<file path="src/rtl/signal_change_capture.sv">
// Change-only capture front end: stamps each value change of a monitored signal
// with a free-running cycle count and buffers it in a small FIFO for the probe.
module signal_change_capture #(
  parameter int WIDTH    = 32,
  parameter int DEPTH    = 8,
  parameter int TS_WIDTH = 32
) (
  input  logic                     clock,
  input  logic                     reset,
  input  logic                     enable,
  input  logic [WIDTH-1:0]         sig_in,
  output logic                     out_valid,
  input  logic                     out_ready,
  output logic [WIDTH-1:0]         out_value,
  output logic [TS_WIDTH-1:0]      out_time,
  output logic [$clog2(DEPTH):0]   level,
  output logic [15:0]              drop_count,
  output logic                     overflow
);

  localparam int AW = $clog2(DEPTH);

  logic [TS_WIDTH-1:0] cntQ, cntD;
  logic [WIDTH-1:0]    prevQ, prevD;
  logic                armedQ, armedD;
  logic [AW:0]         wrQ, wrD, rdQ, rdD;
  logic [WIDTH-1:0]    outValQ, outValD;
  logic [TS_WIDTH-1:0] outTimeQ, outTimeD;
  logic [15:0]         dropQ, dropD;
  logic                ovfQ, ovfD;

  logic [WIDTH-1:0]    valMem [DEPTH];
  logic [TS_WIDTH-1:0] tsMem  [DEPTH];

  logic [AW:0] levelW;
  logic        empty, full, pop, pushReq, doPush, drop;

  assign levelW  = wrQ - rdQ;
  assign empty   = (wrQ == rdQ);
  assign full    = (levelW == (AW+1)'(DEPTH));
  assign pop     = !empty && out_ready;
  assign pushReq = enable && (armedQ || (sig_in != prevQ));
  assign doPush  = pushReq && (!full || pop);
  assign drop    = pushReq && full && !pop;

  always_comb begin
    cntD     = cntQ + TS_WIDTH'(1);
    prevD    = prevQ;
    armedD   = 1'b1;
    wrD      = wrQ + {{AW{1'b0}}, doPush};
    rdD      = rdQ + {{AW{1'b0}}, pop};
    outValD  = outValQ;
    outTimeD = outTimeQ;
    dropD    = dropQ;
    ovfD     = ovfQ;

    if (enable) begin
      prevD  = sig_in;
      armedD = 1'b0;
    end

    if (drop) begin
      ovfD = 1'b1;
      if (dropQ != 16'hFFFF) dropD = dropQ + 16'd1;
    end

    // Preload the output register with the post-edge head; when the new head
    // is the entry being written this edge, memory does not hold it yet.
    if (wrD != rdD) begin
      if (rdD == wrQ) begin
        outValD  = sig_in;
        outTimeD = cntQ;
      end else begin
        outValD  = valMem[rdD[AW-1:0]];
        outTimeD = tsMem[rdD[AW-1:0]];
      end
    end
  end

  always_ff @(posedge clock or negedge reset) begin
    if (!reset) begin
      cntQ     <= '0;
      prevQ    <= '0;
      armedQ   <= 1'b1;
      wrQ      <= '0;
      rdQ      <= '0;
      outValQ  <= '0;
      outTimeQ <= '0;
      dropQ    <= '0;
      ovfQ     <= 1'b0;
    end else begin
      cntQ     <= cntD;
      prevQ    <= prevD;
      armedQ   <= armedD;
      wrQ      <= wrD;
      rdQ      <= rdD;
      outValQ  <= outValD;
      outTimeQ <= outTimeD;
      dropQ    <= dropD;
      ovfQ     <= ovfD;
    end
  end

  always_ff @(posedge clock) begin
    if (doPush) begin
      valMem[wrQ[AW-1:0]] <= sig_in;
      tsMem[wrQ[AW-1:0]]  <= cntQ;
    end
  end

  assign out_valid  = !empty;
  assign out_value  = outValQ;
  assign out_time   = outTimeQ;
  assign level      = levelW;
  assign drop_count = dropQ;
  assign overflow   = ovfQ;

endmodule
</file>
<file path="config.mk">
export PLATFORM = sky130hd
export DESIGN_NAME = signal_change_capture
export DESIGN_NICKNAME = d
export VERILOG_FILES = /design/src/rtl/signal_change_capture.sv
export SDC_FILE = /design/constraint.sdc
export NUM_CORES = 1
export LEC_CHECK = 0
export CELL_PAD_IN_SITES_DETAIL_PLACEMENT = 0
export CELL_PAD_IN_SITES_GLOBAL_PLACEMENT = 1
export CORE_MARGIN = 2
export CORE_UTILIZATION = 52
export CTS_CLUSTER_SIZE = 30
export DETAILED_ROUTE_END_ITERATION = 8
export GPL_ROUTABILITY_DRIVEN = 0
export PLACE_DENSITY = 0.79
export SETUP_SLACK_MARGIN = 0.4
export SYNTH_ARGS = -nofsm -noshare
export SYNTH_HDL_FRONTEND = slang
export SYNTH_SLANG_ARGS = --single-unit
</file>
<file path="constraint.sdc">
create_clock -name clock -period 8.4 [get_ports clock]
set_input_delay 1.68 -clock clock [delete_from_list [all_inputs] [get_ports clock]]
set_output_delay 1.68 -clock clock [all_outputs]
set_load 0.1 [all_outputs]
</file>
==> results.txt <==
----------------------------------------------------
[Die]
  Top-level port count ... 122
  Core box area ... 50170 µm²
  DIE WIDTH ... 229.4 µm
  Initial cell density of the core ... 0.5266
  Die height ... roughly 230 µm
  Floorplan row count ... 82
  Die footprint ... 52630 µm²

[Outcome]
  Status ... completed

[Timing]
  Upper clock frequency limit ... 188.9 MHz
  Skew final ... 0.02508 ns
  Worst slew margin ... 0.2792
  Total negative slack ... 0 ns
  Unrepaired setup endpoints after global routing ... false
  Total count of hold-check failures in the final report ... 0
  Least-Margin Pin Slew ... 1.079 ns
  Number of max-slew violations in the final report ... 0
  Final period utilization ... 0.6303
  Number of failing setup endpoints in the final timing report ... 0
  Shortest period the worst path allows ... about 5.3 ns

[Yosys]
  Avg Cell Area, Syn ... 18.11 µm²
  Number of distinct library cell variants in the gate-level netlist after synthesis ... 43
  Synthesized flop and latch total ... 666
  Count of synthesis-stage warnings from yosys ... 0
  Ys flop type ... edfxtp_1
  Seq/Total Area, Yosys ... 0.7278
  Mapped Nets ... 1505
  Number of instances in the synthesized netlist ... 1459
  Share of async-settable or async-resettable flops after synthesis ... 0.2312
  Synth Cell Area ... approximately 26000 µm²
  Number of enable flip-flop cells after synthesis ... 512

[Clock tree]
  Worst-Skew Late Latency ... 0.60 ns
  TritonCTS clock tree ... done
  CTS sink count ... around 670
  Clock transition at the registers of the reported paths ... 0.06 ns
  Number of setup buffers added after CTS ... 0
  Clock buffers created by TritonCTS ... 69
  CTS Buffer Depth ... 3
  Total of cells resized after clock tree synthesis ... 0
  H-Tree Level Count ... 3
  Clock root buffer master ... clkbuf_16
  Hold buffer count at cts ... 0

[Worst setup path]
  Required time of the critical path ... ~9 ns
  Endpoint type of the worst setup path ... flip-flop
  CP max FO ... 80
  Type of the worst setup path ... in2reg
  Launching element type of the critical path ... input pin
  Crit path DAT ... between 5 and 6 ns

[Route]
  Post-detailed-route count of antenna-violating nets ... 0
  Number of search-and-repair iterations in the first detailed-routing pass ... 5
  Post-detailed-routing wire length ... a little over 50 mm
  Average routed wire per standard cell ... 22.29 µm
  Average vias per placed instance ... 5.685
  Via total after detailed routing ... 13240
  Total DRC errors in the routed layout ... 0
  Detailed router's first-iteration violation count ... 1066

[Place]
  Estimated wirelength of the detail-placed design ... approximately 28 mm
  Buffers added on ports ... 121

[Layout]
  Synth-to-layout area growth ... 16.11%
  Number of nets in the finished design ... 1648
  Share of post-route cells with drive strength above 1 ... 0.1973
  Number of inserted diodes ... 0

[Hold path]
  Worst min path class ... reg2reg

[Global routing]
  Total grt overflow ... 0
  Via count of the first global-routing pass ... 13810
  Initial antenna violation count ... 1
  Global-route total usage across every layer ... 0.2044
  First-pass GRT wire length ... 81.95 mm
  Largest net degree at the start of global routing ... about 130

[Job]
  Count of max-cap constraint violations ... 0

----------------------------------------------------
-- cell usage after synthesis, types with 7 or more instances --
cell type    n  area share
dfrtp_1    153        0.14
nand2_1    149       0.021
mux4_2     128        0.11
nor3_1      10      0.0019
ha_1         9      0.0043
and3_1       8      0.0019
o21ai_0    129       0.024
clkbuf_1    29      0.0041
mux2i_1     64       0.024
xnor2_1     63       0.021
xor2_2       7      0.0043
inv_1       17      0.0024
xor2_1      21      0.0070
buf_2       35      0.0066
mux2_2      33       0.014
nor2_1      13      0.0018
edfxtp_1   512        0.58
nand3_1     21      0.0040
nor2_4       9      0.0038
nand4_1     12      0.0028
-- worst paths after layout --
kind,start,endpoint,slack [ns],cells past startpoint
setup / recovery,sig_in[3],out_value[27],3.11,13
hold / removal,out_value[2],out_value[2],0.47,2
setup reg to reg,wrQ[2],out_value[28],3.83,14
hold reg to reg,out_value[2],out_value[2],0.47,2
max in group asynchronous,reset,out_time[7],5.68,2
min in group asynchronous,reset,drop_count[9],1.18,1
-- stage by stage --
step	util	setup WS, ns	area [µm²]	hold slack (ns)	std cells
2_1_floorplan	-	0.6860	26420	0.4987	1459
3_3_place_gp	0.5667	2.568	28430	0.4614	2203
3_5_place_dp	0.5667	2.438	28430	0.4699	2203
4_1_cts	0.6115	3.082	30680	0.4826	2329
5_1_grt	0.6115	2.839	30680	0.4988	2329
6_report	0.6115	3.105	30680	0.4736	2329
-- state kept, by name, summed over array words and instances (netlist names), 16 cells and up --
signal and flops:
valMem 256, prevQ 32, tsMem 256, cntQ 32, out_time 32, out_value 32
drop_count 16
-- final cells by class --
type,instances,area (µm²)
Tap cell,672,840.8
Timing Repair Buffer,144,1418
Multi-Input combinational cell,704,6882
Clock buffer,98,1959
Fill cell,3591,19490
Sequential cell,666,19230
Inverter,17,63.81
Clock inverter,28,285.3
-- per-layer routing --
layer | vias up | track usage | part of all wire
met3 | 62 | 0.03287 | 0.056
li1 | 5915 | - | -
met4 | 2 | 0.05580 | 0.015
met2 | 348 | 0.3255 | 0.48
met1 | 6914 | 0.2969 | 0.45
met5 | - | 0 | 0.00025
-- cells in the final DEF (no fill, tap or decap), types with 8 or more instances in the layout --
master and instances:
and3_1 8, nor3_1 8, nor2_4 11, clkbuf_16 72
nor2_1 11, clkbuf_1 20, inv_1 17, dfrtp_1 153
xnor2_1 63, clkinv_2 8, edfxtp_1 512, mux4_2 128
nand3_1 21, mux2i_1 64, mux2_2 33, clkdlybuf4s50_1 119
o21ai_0 129, xor2_1 20, nand2_1 149, clkinv_1 8
nand4_1 12, buf_4 20
-- worst max-delay path: stages --
cell             delay [ns]
clkdlybuf4s50_1        0.58
xnor2_1                0.42
nand4_1                0.14
nor4_1                 0.28
a31o_2                 0.24
nor2_1                 0.09
ha_1                   0.21
ha_1                   0.20
xor2_1                 0.27
xnor2_1                0.15
and4_4                 0.79
buf_4                  0.50
o21ai_0                0.17
-- cell families (layout without fill, tap and decap cells) --
family,Yosys count,after routing,synth area share
AOI/OAI and AO/OA,133,133,0.02548
xor gates and xnor gates,91,91,0.03215
adders and majority gates,10,10,0.005020
buffers and inverters,89,287,0.01520
DFF,666,666,0.7278
muxes,225,225,0.1474
and+or+nand+nor,245,245,0.04693
Power is left out: the tool's default activity adds up to more than one toggle a clock period on the data nets, which glitch-free logic cannot reach.
